<file path="config.mk">
export PLATFORM = sky130hd
export DESIGN_NAME = joystick_scan_ctrl
export DESIGN_NICKNAME = d
export VERILOG_FILES = /design/src/rtl/joystick_scan_ctrl.sv
export SDC_FILE = /design/constraint.sdc
export NUM_CORES = 1
export LEC_CHECK = 0
export ABC_AREA = 1
export BUFFER_PORTS_ARGS = -buffer_cell sky130_fd_sc_hd__buf_2
export CAP_MARGIN = 20
export CORE_UTILIZATION = 45
export DETAILED_ROUTE_END_ITERATION = 7
export PLACE_DENSITY = 0.59
export SYNTH_ARGS = -nofsm -noshare
export SYNTH_HDL_FRONTEND = slang
export SYNTH_SLANG_ARGS = --single-unit
</file>
<file path="constraint.sdc">
create_clock -name clk_i -period 2.7 [get_ports clk_i]
set_clock_uncertainty 0.15 [all_clocks]
set_input_delay 0.675 -clock clk_i [delete_from_list [all_inputs] [get_ports clk_i]]
set_output_delay 0.675 -clock clk_i [all_outputs]
set_load 0.02 [all_outputs]
</file>
<file path="src/rtl/joystick_scan_ctrl.sv">
// Sequencer for a 74HC165-style joystick shift-register chain.
// Drives the active-low parallel-load strobe and a divided shift clock,
// captures NUM_BITS serial bits per scan and publishes a frame only
// when two consecutive scans agree.
module joystick_scan_ctrl #(
  parameter int CLK_DIV  = 4,
  parameter int NUM_BITS = 16,
  parameter int SCAN_GAP = 1024
) (
  input  logic                clk_i,
  input  logic                reset_i,
  input  logic                enable_i,
  input  logic                joy_data_i,
  output logic                joy_clk_o,
  output logic                joy_load_o,
  output logic [NUM_BITS-1:0] frame_o,
  output logic                frame_valid_o,
  output logic                busy_o
);

  // Counter widths sized so no counter can wrap inside a scan or a gap.
  localparam int DIV_W = $clog2(2 * CLK_DIV);
  localparam int BIT_W = $clog2(NUM_BITS);
  localparam int GAP_W = (SCAN_GAP > 0) ? $clog2(SCAN_GAP + 1) : 1;

  // Divider value on the last cycle of a LOAD or bit period.
  localparam logic [DIV_W-1:0] DIV_LAST     = DIV_W'(2 * CLK_DIV - 1);
  // Divider value on the last cycle of the low phase (data sample point).
  localparam logic [DIV_W-1:0] DIV_LOW_LAST = DIV_W'(CLK_DIV - 1);
  localparam logic [BIT_W-1:0] BIT_LAST     = BIT_W'(NUM_BITS - 1);
  localparam logic [GAP_W-1:0] GAP_INIT     = GAP_W'(SCAN_GAP);

  typedef enum logic [1:0] {
    IDLE  = 2'd0,
    LOAD  = 2'd1,
    SHIFT = 2'd2,
    DONE  = 2'd3
  } state_t;

  state_t              state_q;
  logic [GAP_W-1:0]    gap_q;
  logic [DIV_W-1:0]    div_q;
  logic [BIT_W-1:0]    bit_q;
  logic [NUM_BITS-1:0] shift_q;
  logic [NUM_BITS-1:0] prev_q;
  logic [NUM_BITS-1:0] frame_q;
  logic                valid_q;
  logic                joy_clk_q;
  logic                joy_load_q;
  logic                busy_q;

  // Scan FSM: all outputs are registered alongside the state they belong to.
  always_ff @(posedge clk_i or posedge reset_i) begin
    if (reset_i) begin
      state_q    <= IDLE;
      gap_q      <= '0;
      div_q      <= '0;
      bit_q      <= '0;
      shift_q    <= '1;
      prev_q     <= '1;
      frame_q    <= '1;
      valid_q    <= 1'b0;
      joy_clk_q  <= 1'b0;
      joy_load_q <= 1'b1;
      busy_q     <= 1'b0;
    end else begin
      valid_q <= 1'b0;
      case (state_q)
        IDLE: begin
          joy_clk_q  <= 1'b0;
          joy_load_q <= 1'b1;
          if (gap_q != '0) begin
            gap_q <= gap_q - GAP_W'(1);
          end else if (enable_i) begin
            state_q    <= LOAD;
            joy_load_q <= 1'b0;
            busy_q     <= 1'b1;
            div_q      <= '0;
          end
        end

        LOAD: begin
          if (div_q == DIV_LAST) begin
            state_q    <= SHIFT;
            joy_load_q <= 1'b1;
            div_q      <= '0;
            bit_q      <= '0;
          end else begin
            div_q <= div_q + DIV_W'(1);
          end
        end

        SHIFT: begin
          // Sample one cycle before the chain sees its rising edge.
          if (div_q == DIV_LOW_LAST) begin
            shift_q <= {shift_q[NUM_BITS-2:0], joy_data_i};
          end
          if (div_q == DIV_LAST) begin
            div_q     <= '0;
            joy_clk_q <= 1'b0;
            if (bit_q == BIT_LAST) begin
              state_q <= DONE;
            end else begin
              bit_q <= bit_q + BIT_W'(1);
            end
          end else begin
            div_q     <= div_q + DIV_W'(1);
            // High phase covers divider values CLK_DIV .. 2*CLK_DIV-1.
            joy_clk_q <= (div_q >= DIV_LOW_LAST);
          end
        end

        DONE: begin
          // Two-frame agreement: publish only when this scan matches the last.
          if (shift_q == prev_q) begin
            frame_q <= shift_q;
            valid_q <= 1'b1;
          end
          prev_q  <= shift_q;
          gap_q   <= GAP_INIT;
          busy_q  <= 1'b0;
          state_q <= IDLE;
        end

        default: state_q <= IDLE;
      endcase
    end
  end

  assign joy_clk_o     = joy_clk_q;
  assign joy_load_o    = joy_load_q;
  assign frame_o       = frame_q;
  assign frame_valid_o = valid_q;
  assign busy_o        = busy_q;

endmodule

</file>
==> flow_summary.json, run 1 <==
{
  "status": "complete, but fails checks",
  "violations": "DRC",
  "drt-vias-per-instance": 4.845,
  "synth.yosys.seq_area_share_pct": 51.99,
  "cap_violations": 0,
  "core-area_mm2": 0.007727,
  "synth_top_cell_area_share_pct": 35.93,
  "routed_wl_um": 7078,
  "avgSynthCellArea_um2": 8.412,
  "power_w": 0.004223,
  "n_fill_cell": 745,
  "cts_buffer_depth": 2,
  "cts_inserted_buffers": 9,
  "finalCriticalPeriod_ns": 2.108,
  "drtIter0Drc": 99,
  "intPower_w": 0.002682,
  "path_clk_slew_ns": 0.08,
  "cts_root_buffer": "clkbuf_8",
  "die_x_um": 91.24,
  "overflow": 0,
  "dr.pass1.iters": 6,
  "start_util_pct": 46.37,
  "switchingPower_w": 0.001542,
  "setup_viol": 0,
  "fin_crit_sh_pct": 78.07,
  "layout.nets": 466,
  "area_delta_synth_final_pct": 14.66,
  "wl_per_cell_um": 12.64,
  "cts_htree_levels": 3,
  "netlist-cell-type-count": 31,
  "clkLatencyLatePin_ns": 0.34,
  "reg2reg_from": "state_q[0]",
  "final_util_pct": 53.17,
  "synth_async_sr_flop_share_pct": 100.0,
  "cts.repair.resized": 0,
  "peakVddDrop_mv": 0.5727,
  "dr_total_vias": 2713,
  "synthCells": 426,
  "clkPwrFrac_pct": 29.8,
  "pin_count": 24,
  "timing.fmax_mhz": 474.4,
  "synth_area_leaders": "dfstp_2 36%, dfrtp_1 16%, nand2_1 15%, o21ai_0 5.7%, inv_1 4.4%",
  "final_layout_size_suffix_gt1_share_pct": 25.55,
  "drcViolationCount": 1,
  "antenna_found_initial": 0,
  "synthFlopType": "dfstp_2",
  "sw_frac_of_total_pct": 36.50,
  "grt_first_pass_wirelength_um": 12520,
  "ant_nets": 0,
  "rsz0062_at_grt": "false",
  "hold_path.class": "input port to asynchronous set/reset pin",
  "reg2reg_slack_ns": 0.59,
  "track_usage_pct": 18.89,
  "synth_area_mm2": 0.003583,
  "dpl.hpwl_um": 4849,
  "leakage_nw": 1.908,
  "gp_congestion": 0.7825,
  "yosys_warnings": 0,
  "comb_power_share_pct": 33.9,
  "dieArea_mm2": 0.008324,
  "cp_max_fo": 17,
  "hold_violations": 0,
  "port_buffers": 23,
  "startpoint_type": "flop",
  "cts_setup_buffers": 0,
  "required_ns": 2.83,
  "grt_max_degree": 73,
  "cts_tree": "built",
  "slew_headroom_pct": 68.11,
  "yosysMostFrequentCell": "nand2_1",
  "startpoint": "state_q[0]",
  "hold_buffers": 0,
  "synth_area_leader_cell": "dfstp_2",
  "final.setup.tns_ns": 0,
  "antenna_cells": 0,
  "synth_common_cells": "145 x nand2_1, 49 x dfstp_2, 42 x inv_1, 41 x o21ai_0, 24 x nor2_1",
  "pwr-share-seq_pct": 36.3,
  "worst_setup_path_end_kind": "flop",
  "syn_nets": 439,
  "worst_pin_slew_ns": 0.4765,
  "p_per_area_mw_per_mm2": 1028,
  "first_global_vias": 2692,
  "drv_slew": 0,
  "die_y_um": 91.24,
  "num_rows": 32,
  "r2r_end": "frame_o[7]",
  "synth-edff-count": 0,
  "arrival_ns": 2.23,
  "r2r_cells": 8,
  "synth-seq-cells": 72,
  "critPathKind": "flop to flop",
  "cts_sinks": 72
}
## power groups by stage
| stage | Clock [W] | Combinational, W | Sequential [W] |
|---|---|---|---|
| after floorplan | 0 | 0.00113 | 0.00156 |
| after global placement | 0 | 0.00142 | 0.00155 |
| after detailed placement | 0 | 0.00144 | 0.00155 |
| after CTS | 0.00128 | 0.00145 | 0.00154 |
| after global routing | 0.00133 | 0.00165 | 0.00157 |
| final | 0.00126 | 0.00143 | 0.00153 |
## critical path: stages (launching register included)
cell	delay (ns)
dfrtp_1	0.41
ha_1	0.43
nand2_1	0.10
nor2_1	0.16
nand2_2	0.11
nor2_8	0.26
nand3_4	0.24
nand2_1	0.13
nand2_1	0.05
## layout make-up
class | instances | area [µm²] | area share [%]
clock inverters | 5 | 150.1 | 3.654
multi-input cells | 295 | 1475 | 35.90
inverters | 47 | 176.4 | 4.294
flip-flops and latches | 72 | 1863 | 45.34
well taps | 102 | 127.6 | 3.106
repair buffers | 28 | 165.2 | 4.019
clock buffers | 11 | 151.4 | 3.685
## flip-flops by register name, indices dropped and copies added (netlist names)
signal         flops
frame_o           16
div_q              3
joy_load_o         1
gap_q             11
prev_q            16
bit_q              4
shift_q           16
joy_clk_o          1
busy_o             1
state_q            2
frame_valid_o      1
## cell usage in the layout (no fill, tap or decap), drive strengths merged
master,synthesis,final
inv,47,47
o311ai,1,1
xnor2,2,2
nor2,29,29
dfstp,49,49
bufinv,0,5
or2,3,3
nand3,20,20
a21oi,4,4
nor3,2,2
clkbuf,7,11
o211ai,1,1
o21ai,49,49
o2111ai,1,1
nand4,19,19
dfrtp,23,23
xor2,6,6
nand2,149,149
buf,5,28
ha,9,9
## per-layer routing
metal / routed length (µm) / vias up / track usage [%]
met1: 3429 / 1268 / 24.78
li1: - / 1408 / -
met2: 3397 / 29 / 31.88
met4: 98 / 0 / 7.407
met5: 0 / - / 0
met3: 152 / 8 / 2.261
## logic make-up (layout without fill, tap and decap cells)
logic type	Yosys count	after routing	synth area share, %
and+or+nand+nor	222	222	27.34
buffers and inverters	59	91	6.843
xor gates and xnor gates	8	8	1.955
DFF	72	72	51.99
adders and majority gates	9	9	3.143
AOI/OAI and AO/OA	56	56	8.730
## through the flow
stage	setup slack, ns	hold WS [ns]	instances	cell area, µm²
finish	0.5922	0.2431	560	4109
floorplan	0.1312	0.3050	426	3583
CTS	0.5341	0.2709	560	4109
global route	0.3622	0.2795	560	4109
detailed placement	0.5912	0.3057	544	3807
global placement	0.6184	0.3005	544	3807
## worst max path at each step
stage	cells after the start	slack, ns	endpoint
finish	8	0.59	frame_o[7]
global route	8	0.36	frame_o[4]
floorplan	1	0.13	bit_q[0]
detailed placement	8	0.59	frame_o[7]
CTS	8	0.53	frame_o[7]
global placement	8	0.62	frame_o[9]
Power figures use the tool's default switching activity.
==> run 2: changes to the inputs <==
- PLACE_DENSITY: 0.59 -> 0.62
- clock period: 2.7 -> 1.7 ns (I/O delays scaled with it)
==> run 2 against run 1 <==
- the flow now finishes without violations
- final cell count up 8.4%
- clock-buffer cell count stayed put
- critical path depth is 2 higher
- design area up 10%
- sequential power rose by 56%
- clock power grew 14%
- flip-flop and latch count stayed put
- utilization is 5.4 points higher
- die area unchanged
- worst hold slack got worse by 0.078 ns
- largest power group is now combinational logic
- highest routed layer unchanged
==> flow_summary.json, run 2 (same netlist as run 1, synthesis figures left out) <==
{
  "antenna_found_initial": 0,
  "die_x_um": 91.24,
  "clkLatencyLatePin_ns": 0.34,
  "fin_crit_sh_pct": 98.37,
  "dpl.hpwl_um": 4960,
  "r2r_cells": 10,
  "instances_no_fill": 607,
  "drv_slew": 0,
  "drcViolationCount": 0,
  "cts_htree_levels": 3,
  "first_global_vias": 2854,
  "startpoint_type": "flop",
  "area_delta_synth_final_pct": 26.26,
  "num_rows": 32,
  "dr_total_vias": 2937,
  "die_y_um": 91.24,
  "overflow": 0,
  "final_common_cell": "nand2_1",
  "final.setup.tns_ns": 0,
  "final_layout_size_suffix_gt1_share_pct": 36.44,
  "status": "completed",
  "slew_headroom_pct": 80.43,
  "dr.pass1.iters": 4,
  "cpMaxStageDelayCell": "dfrtp_1",
  "port_buffers": 23,
  "gp_congestion": 0.7742,
  "leakage_nw": 2.126,
  "finalCriticalPeriod_ns": 1.672,
  "ant_nets": 0,
  "cpPeakStageDelay_ns": 0.39,
  "core-area_mm2": 0.007727,
  "setup_viol": 0,
  "dp.cells": 580,
  "reg2reg_slack_ns": 0.03,
  "peakVddDrop_mv": 1.128,
  "hold_path.class": "input port to flop",
  "dieArea_mm2": 0.008324,
  "cpMostUsedCell": "nand2_2",
  "startpoint": "gap_q[0]",
  "cts_root_buffer": "clkbuf_8",
  "arrival_ns": 1.77,
  "rsz0062_at_grt": "true",
  "cap_violations": 0,
  "hold_violations": 0,
  "p_per_area_mw_per_mm2": 1578,
  "min-delay-start": "joy_data_i",
  "track_usage_pct": 19.17,
  "wl_per_cell_um": 12.32,
  "path_clk_slew_ns": 0.08,
  "worst_pin_slew_ns": 0.2898,
  "routed_wl_um": 7478,
  "cts_sinks": 72,
  "crit_chain": "inv_2 > ha_4 > nand2_4 > nor2_4 > nand2_2 > o21ai_4 > buf_12 > inv_8 > nand2_2 > nand2_1",
  "drt-vias-per-instance": 4.839,
  "grt_first_pass_wirelength_um": 12650,
  "layout_common_cells": "135 x nand2_1, 49 x dfstp_2, 43 x buf_4",
  "cts_inserted_buffers": 9,
  "timing.fmax_mhz": 598.0,
  "r2r_end": "gap_q[5]",
  "final_util_pct": 58.55,
  "drtIter0Drc": 129,
  "crit_end": "gap_q[5]",
  "cts_buffer_depth": 2,
  "cts_tree": "built",
  "pin_count": 24,
  "reg2reg_from": "gap_q[0]",
  "start_util_pct": 46.37,
  "worst_setup_path_end_kind": "flop",
  "critPathKind": "flop to flop",
  "antenna_cells": 0,
  "required_ns": 1.80,
  "grt_max_degree": 58,
  "cp_max_fo": 8,
  "layout.nets": 513
}
## run 2: cell count changes in the layout (fill, tap and decap cells not counted), moves of 4 or more
cell,delta
o21ai_0,-13
o21ai_1,+12
nand2_2,+8
inv_1,-5
nand2_1,-10
bufinv_16,-4
buf_4,+39
## run 2: metal layers
| layer | GRT usage (%) | routed length, µm |
|---|---|---|
| met1 | 23.45 | 3547 |
| met2 | 33.59 | 3558 |
| met3 | 3.266 | 242 |
| met4 | 7.540 | 129 |
| met5 | 0 | 0 |
## run 2: final cells by class
type / count / area [µm²]
sequential: 72 / 1863
tap: 102 / 127.6
fill: 704 / 3203
inverter: 47 / 187.7
multi-input combinational: 296 / 1554
clock buffer: 11 / 152.6
timing repair buffer: 74 / 575.6
clock inverter: 5 / 63.81
## run 2: through the flow
stage                     hold slack [ns]  worst slack, ns  instance area (µm²)  total power, W
after floorplan                    0.3050          0.01470                 3587        0.004272
after detailed placement           0.3017         -0.01156                 4106        0.005229
after global routing               0.1669         -0.06765                 4524        0.007666
final                              0.1648          0.02764                 4524        0.007141
after CTS                          0.1559        -0.005230                 4420        0.006994
after global placement             0.2979          0.03444                 4106        0.005143
## run 2: critical path, delay by kind of cell (launching register included)
family | cells | cell delay (ns)
AOI/OAI and AO/OA | 1 | 0.20
adders and majority gates | 1 | 0.15
buffers and inverters | 3 | 0.29
DFF | 1 | 0.39
and+or+nand+nor | 5 | 0.38
## run 2: what timing repair did
action | in CTS | in global routing
buffers inserted | 4 | 4
hold buffers | 1 | 0
gates resized for setup | 12 | 33
endpoints found under the setup margin | 7 | 49
pin swaps | 3 | 6
endpoints found under the hold margin | 14 | 0
cloned | 1 | 2
## run 2: how the worst min path moves through the flow
stage / cells after the start / endpoint / slack (ns)
3_3_place_gp: 2 / frame_o[9] / 0.30
5_1_grt: 3 / shift_q[0] / 0.17
4_1_cts: 3 / shift_q[0] / 0.16
2_1_floorplan: 2 / gap_q[0] / 0.30
6_report: 3 / shift_q[0] / 0.16
3_5_place_dp: 2 / frame_o[3] / 0.30
## run 2: where the power goes
part	switching (W)	internal [W]	leakage, nW	total (W)
Combinational	0.00190	0.00143	1.22	0.00333
Sequential	0.000230	0.00215	0.804	0.00238
Clock	0.000663	0.000775	0.105	0.00144
